<file path="config.mk">
export PLATFORM = sky130hd
export DESIGN_NAME = wb_initiator
export DESIGN_NICKNAME = d
export VERILOG_FILES = /design/src/rtl/wb_pkg.sv /design/src/rtl/wb_initiator.sv
export SDC_FILE = /design/constraint.sdc
export NUM_CORES = 1
export LEC_CHECK = 0
export BUFFER_PORTS_ARGS = -buffer_cell sky130_fd_sc_hd__buf_4
export CAP_MARGIN = 30
export CELL_PAD_IN_SITES_DETAIL_PLACEMENT = 1
export CELL_PAD_IN_SITES_GLOBAL_PLACEMENT = 1
export CORE_UTILIZATION = 30
export DETAILED_ROUTE_END_ITERATION = 8
export GPL_TIMING_DRIVEN = 0
export PLACE_DENSITY = 0.79
export SKIP_LAST_GASP = 1
export SYNTH_ARGS = -nofsm -noshare
export SYNTH_HDL_FRONTEND = slang
export SYNTH_SLANG_ARGS = --single-unit
export TNS_END_PERCENT = 30
</file>
<file path="constraint.sdc">
create_clock -name wb_clk_i -period 4 [get_ports wb_clk_i]
set_clock_uncertainty 0.15 [all_clocks]
set_input_delay 0.8 -clock wb_clk_i [delete_from_list [all_inputs] [get_ports wb_clk_i]]
set_output_delay 0.8 -clock wb_clk_i [all_outputs]
set_load 0.05 [all_outputs]
</file>
<file path="src/rtl/wb_pkg.sv">
// Shared definitions for the Wishbone initiator: FSM states, default timeout
// and the harness slave register addresses.
package wb_pkg;

  typedef enum logic [1:0] {
    IDLE = 2'd0,
    BUS  = 2'd1,
    RESP = 2'd2
  } state_t;

  localparam int TIMEOUT_DEFAULT = 64;

  localparam logic [31:0] ADDR_ACTIVE = 32'h3000_0000;
  localparam logic [31:0] ADDR_WS2812 = 32'h3000_0100;
  localparam logic [31:0] ADDR_7SEG   = 32'h3000_0200;

endpackage

</file>
<file path="src/rtl/wb_initiator.sv">
// Single-outstanding Wishbone classic-cycle initiator: one command in, one
// bus cycle, one response out, with a per-transaction timeout.
module wb_initiator
  import wb_pkg::*;
#(
  parameter int ADDR_W  = 32,
  parameter int DATA_W  = 32,
  parameter int TIMEOUT = TIMEOUT_DEFAULT,
  localparam int SEL_W  = DATA_W / 8,
  localparam int TO_W   = $clog2(TIMEOUT + 1)
) (
  input  logic              wb_clk_i,
  input  logic              wb_rst_i,
  input  logic              cmd_valid,
  output logic              cmd_ready,
  input  logic              cmd_we,
  input  logic [SEL_W-1:0]  cmd_sel,
  input  logic [ADDR_W-1:0] cmd_adr,
  input  logic [DATA_W-1:0] cmd_dat,
  output logic              rsp_valid,
  input  logic              rsp_ready,
  output logic [DATA_W-1:0] rsp_dat,
  output logic              rsp_err,
  output logic              wbm_cyc_o,
  output logic              wbm_stb_o,
  output logic              wbm_we_o,
  output logic [SEL_W-1:0]  wbm_sel_o,
  output logic [ADDR_W-1:0] wbm_adr_o,
  output logic [DATA_W-1:0] wbm_dat_o,
  input  logic              wbm_ack_i,
  input  logic [DATA_W-1:0] wbm_dat_i,
  output logic              busy,
  output logic [1:0]        state_dbg
);

  // Handshakes: a command transfers on a clock edge where cmd_valid and
  // cmd_ready are both high; a response transfers where rsp_valid and
  // rsp_ready are both high. rsp_valid/rsp_dat/rsp_err stay stable until then.

  localparam logic [TO_W-1:0] TO_LAST = TO_W'(TIMEOUT - 1);

  state_t          state, state_next;
  logic [TO_W-1:0] cnt;
  logic            accept, ack_take, to_take, rsp_take;

  assign cmd_ready = (state == IDLE);
  assign busy      = (state != IDLE);
  assign state_dbg = state;

  always_ff @(posedge wb_clk_i or posedge wb_rst_i) begin
    if (wb_rst_i) state <= IDLE;
    else          state <= state_next;
  end

  always_comb begin
    state_next = state;
    accept     = 1'b0;
    ack_take   = 1'b0;
    to_take    = 1'b0;
    rsp_take   = 1'b0;
    case (state)
      IDLE: begin
        if (cmd_valid) begin
          accept     = 1'b1;
          state_next = BUS;
        end
      end
      BUS: begin
        // An ack in the last allowed cycle still counts as success.
        if (wbm_ack_i) begin
          ack_take   = 1'b1;
          state_next = RESP;
        end else if (cnt == TO_LAST) begin
          to_take    = 1'b1;
          state_next = RESP;
        end
      end
      RESP: begin
        if (rsp_ready) begin
          rsp_take   = 1'b1;
          state_next = IDLE;
        end
      end
      default: state_next = IDLE;
    endcase
  end

  always_ff @(posedge wb_clk_i or posedge wb_rst_i) begin
    if (wb_rst_i) begin
      wbm_cyc_o <= 1'b0;
      wbm_stb_o <= 1'b0;
      wbm_we_o  <= 1'b0;
      wbm_sel_o <= '0;
      wbm_adr_o <= '0;
      wbm_dat_o <= '0;
      rsp_valid <= 1'b0;
      rsp_dat   <= '0;
      rsp_err   <= 1'b0;
      cnt       <= '0;
    end else begin
      if (accept) begin
        wbm_cyc_o <= 1'b1;
        wbm_stb_o <= 1'b1;
        wbm_we_o  <= cmd_we;
        wbm_sel_o <= cmd_sel;
        wbm_adr_o <= cmd_adr;
        wbm_dat_o <= cmd_dat;
        cnt       <= '0;
      end
      if (ack_take || to_take) begin
        wbm_cyc_o <= 1'b0;
        wbm_stb_o <= 1'b0;
        wbm_we_o  <= 1'b0;
        wbm_sel_o <= '0;
        wbm_adr_o <= '0;
        rsp_valid <= 1'b1;
        rsp_err   <= to_take;
        rsp_dat   <= (ack_take && !wbm_we_o) ? wbm_dat_i : '0;
      end else if (state == BUS) begin
        // Bounded by TO_LAST above, so this never wraps.
        cnt <= cnt + TO_W'(1);
      end
      if (rsp_take) begin
        rsp_valid <= 1'b0;
        rsp_dat   <= '0;
        rsp_err   <= 1'b0;
      end
    end
  end

endmodule
</file>
* Word level (Yosys, flattened, before mapping) *
Cells that the tools add are included.

word-level totals
  bits in registers = 113

operators by class
  muxes and demuxes = 32
  $add $sub $neg = 1
  reductions and logical operators = 8
  eq/ne operators = 6

operators by type and width
  operator               number
  $mux W32               5
  $mux W7                3
  $mux W1                17
  $mux W2                4
  $mux W4                2
  $add A7 B1 Y7 const B  1
  $eq A7 B6 Y1 const B   1
  $pmux W2 S3            1
  $reduce_bool A2 Y1     3
  $ne A2 B2 Y1 const B   2
  $ne A3 B3 Y1 const B   1
  $reduce_and A3 Y1      1
  $eq A2 B1 Y1 const B   1
  $eq A2 B2 Y1 const B   1
  $logic_not A2 Y1       1
  $logic_and A1 B1 Y1    1
  $logic_not A1 Y1       1
  $logic_or A1 B1 Y1     1

* Logic depth before layout (Yosys ltp) *
  depth in word-level cells = 7
  mapped depth = 7
  mapped depth without buffers = 5

* Worst setup path after synthesis *
No wires, ideal clock.

  kind = register to output
  from = register state[1] (netlist: state_dbg[1])
  to = output port busy
  required time = 3.050 ns
  stages on the path, launching flop included = 3
  path buffers = 0
  arrival = 1.893 ns
  setup slack = 1.157 ns
  cells stage by stage = dfrtp_1 nor2_1 inv_1

between the ends
  longest elaborated chain between the ends = 1

RTL lines
  item                    line                RTL
  from (decl)             wb_initiator.sv:42  state_t state, state_next;
  from (signal assigned)  wb_initiator.sv:52  else state <= state_next;
  $reduce_bool A2 Y1      wb_initiator.sv:47  assign busy = (state != IDLE);
  to (decl)               wb_initiator.sv:32  output logic busy,

No other way between the ends.

* Final worst setup path *
  from = register state[0] (netlist: state_dbg[0])
  to = output port cmd_ready

between the ends
  longest elaborated chain between the ends = 1

RTL lines
  item              line                RTL
  $logic_not A2 Y1  wb_initiator.sv:46  assign cmd_ready = (state == IDLE);
  to (decl)         wb_initiator.sv:15  output logic cmd_ready,

No other way between the ends.

==> results_dict.tcl <==
set metrics [dict create \
    slowest_delay_ps 460 \
    synth-simple-area-share_pct 18.5 \
    crit_path_max_fanout 8 \
    synth-adder-area-share_pct 0.284 \
    leakage_nw 3.65 \
    cts_resized 0 \
    antenna-diode-count 0 \
    coreArea_um2 14100 \
    fp.dieW_um 123 \
    grt_pass1_vias 4348 \
    yosys_warnings 0 \
    grt_antenna_before_repair 0 \
    whs_ps 323 \
    wl_per_cell_um 16.3 \
    io_pins 215 \
    reg2reg_slack_ps 2100 \
    rsz0062_at_grt "no" \
    vias 4017 \
    syn_area_per_cell_um2 10.2 \
    power_mw 7.40 \
    start_util_pct 31.3 \
    firstDrtPassIters 4 \
    ant_nets 0 \
    fin_util_pct 49.2 \
    ys_seq_area_share_pct 64.2 \
    synth_top_area_share_pct 64.2 \
    remaining_drc_errors 0 \
    min_period_ps 2440 \
    synth_compound_area_share_pct 13.0 \
    finish.instance_area_um2 6940 \
    relSlewSlack_pct 42.3 \
    critPathKind "reg2out" \
    final_cell_mix "223 x buf_4, 176 x nand2_1, 113 x dfrtp_1, 41 x a21oi_1, 32 x a22o_1" \
    clock_path_buffers 2 \
    detailed_place.area_um2 6270 \
    drt_wl_total_mm 14.0 \
    drive_gt1_share_pct 41.0 \
    cts_setup_buffers 0 \
    whs_path_depth 2 \
    fin_crit_sh_pct 61.0 \
    cts_made_buffers 17 \
    synthTopCellsByArea "dfrtp_1 64%, nand2_1 15%, a22o_1 6.4%, a21oi_1 4.7%, buf_2 1.8%" \
    arrival_ps 1490 \
    grt.total_usage_pct 19.5 \
    dp_hpwl_mm 10.2 \
    nets 772 \
    endpoint_kind "output pin" \
    final_common_cell "buf_4" \
    ir_drop_uv 516 \
    hold_path_class "reg2reg" \
    dp_cells 826 \
    worstSkewPairLatency_ps 410 \
    syn_to_final_growth_pct 57.5 \
    via_per_inst 4.68 \
    fmax_mhz 410 \
    gr-total-overflow 0 \
    crit_chain "nor2_1 > buf_4" \
    holdPathEnd "wbm_dat_o[13]$_DFFE_PP0P_" \
    ys_ff_latch 113 \
    synth_fp_nets 538 \
    cpLargestDelayFamily "flip-flops" \
    htree_num_levels 4 \
    power_density_nw_per_um2 1070 \
    cap_viol_max_count 0 \
    timing.rr.end "wbm_adr_o[9]$_DFFE_PP0P_" \
    cp-start-kind "register" \
    syn_area_um2 4410 \
    final_hold_viol_count 0 \
    num_rows 43 \
    rr_worst_depth 6 \
    hold_buffers 0 \
    synthMuxAreaShare_pct 0 \
    grt_pass1_wl_mm 22.1 \
    tightest_slew_ps 865 \
    reg2reg_from "state_dbg[0]$_DFFE_PP0P_" \
    post-synth-top-area-cell "dfrtp_1" \
    grt_max_degree 69 \
    first_iter_violations 119 \
    clk_pin_slew_ps 50 \
    slowest_stage "dfrtp_1" \
    setup_viol 0 \
    gp_congestion 0.700 \
    cts_root_buf "clkbuf_16" \
    cts_tree "yes" \
    die_area_um2 15200 \
    cts.sinks 113 \
    port_buffers 214 \
    slew_viol_final 0 \
    die_y_um 123 \
    yosysUniqueCellTypes 30 \
    path_buf_inv 1 \
    hold_start "wbm_dat_o[13]$_DFFE_PP0P_" \
    synthXorXnorAreaFrac_pct 0 \
    synth_top_family_by_area "simple AND/OR/NAND/NOR gates" \
    required_ps 3050 \
    outcome "completed" \
    syn_inst 431 \
    final_cells 858 \
]
==> tightest hold or removal path: cells and delay by family (launching register included) <==
family	cells	cell delay [ps]
flops	1	340
simple gates	2	100
==> registers in the layout, indices dropped and copies added, names as in the netlist <==
register	count
cnt	7
wbm_we_o	1
state_dbg	2
rsp_err	1
rsp_valid	1
wbm_sel_o	4
wbm_dat_o	32
rsp_dat	32
wbm_stb_o	1
wbm_adr_o	32
==> power breakdown <==
| group | leakage [nW] | total, mW | internal (mW) | switching, mW |
|---|---|---|---|---|
| clock network | 0.325 | 1.70 | 1.19 | 0.516 |
| registers | 1.45 | 1.94 | 1.64 | 0.302 |
| logic | 1.88 | 3.76 | 1.12 | 2.64 |
| total | 3.65 | 7.40 | 3.94 | 3.46 |
==> synth_stat cells <==
master,n
o21ai_0,3
buf_4,9
a21oi_1,41
nand2_1,176
nand3_2,1
nand2b_1,2
o311ai_1,1
nand3_1,4
o21bai_1,1
o211ai_1,2
nor2b_1,2
nor3b_2,2
nor3_1,1
nand3b_1,1
a21oi_2,1
buf_6,1
a22o_1,32
buf_2,16
o41ai_1,1
dfrtp_1,113
clkbuf_1,2
and3b_1,1
o21ai_2,1
o31ai_1,2
ha_1,1
nor2_1,7
inv_1,3
or2_1,1
nor3b_1,1
and2_1,2
==> stage by stage <==
step / setup WS (ps) / setup TNS (ps)
floorplan: 62.6 / 0
global placement: -1260 / -140830
detailed placement: 1920 / 0
CTS: 1500 / 0
global route: 1390 / 0
finish: 1560 / 0
==> layer usage <==
layer,track usage (%),vias up,routed length (µm)
met1,22.2,1955,5540
met3,6.32,22,1030
met5,0,-,0
met2,33.8,147,7140
met4,7.61,0,263
li1,-,1893,-
==> worst max-delay path by stage <==
stage / depth (start not counted) / start / end / slack, ps
after global routing: 3 / state_dbg[0]$_DFFE_PP0P_ / busy / 1390
after floorplan: 1 / wb_rst_i / cnt[0]$_DFF_PP0_ / 60
after CTS: 3 / state_dbg[0]$_DFFE_PP0P_ / busy / 1500
after detailed placement: 5 / wbm_ack_i / cnt[5]$_DFF_PP0_ / 1920
final: 2 / state_dbg[0]$_DFFE_PP0P_ / cmd_ready / 1560
after global placement: 2 / wb_rst_i / wbm_adr_o[15]$_DFFE_PP0P_ / -1260
==> area by class of cell <==
type	count	area [µm²]
Multi-Input combinational cell	287	1400
Timing Repair Buffer	215	1630
Buffer	28	166
Sequential cell	113	2830
Fill cell	1595	7160
Clock inverter	9	175
Inverter	3	13.8
Tap cell	180	225
Clock buffer	23	498
==> logic make-up (layout without fill, tap and decap cells) <==
| kind of cell | count (synthesis) | count (layout) |
|---|---|---|
| flops | 113 | 113 |
| simple gates | 201 | 201 |
| buf+inv | 31 | 278 |
| fa+ha+maj | 1 | 1 |
| compound gates | 85 | 85 |
No activity file was read; power rests on OpenSTA's default activity.
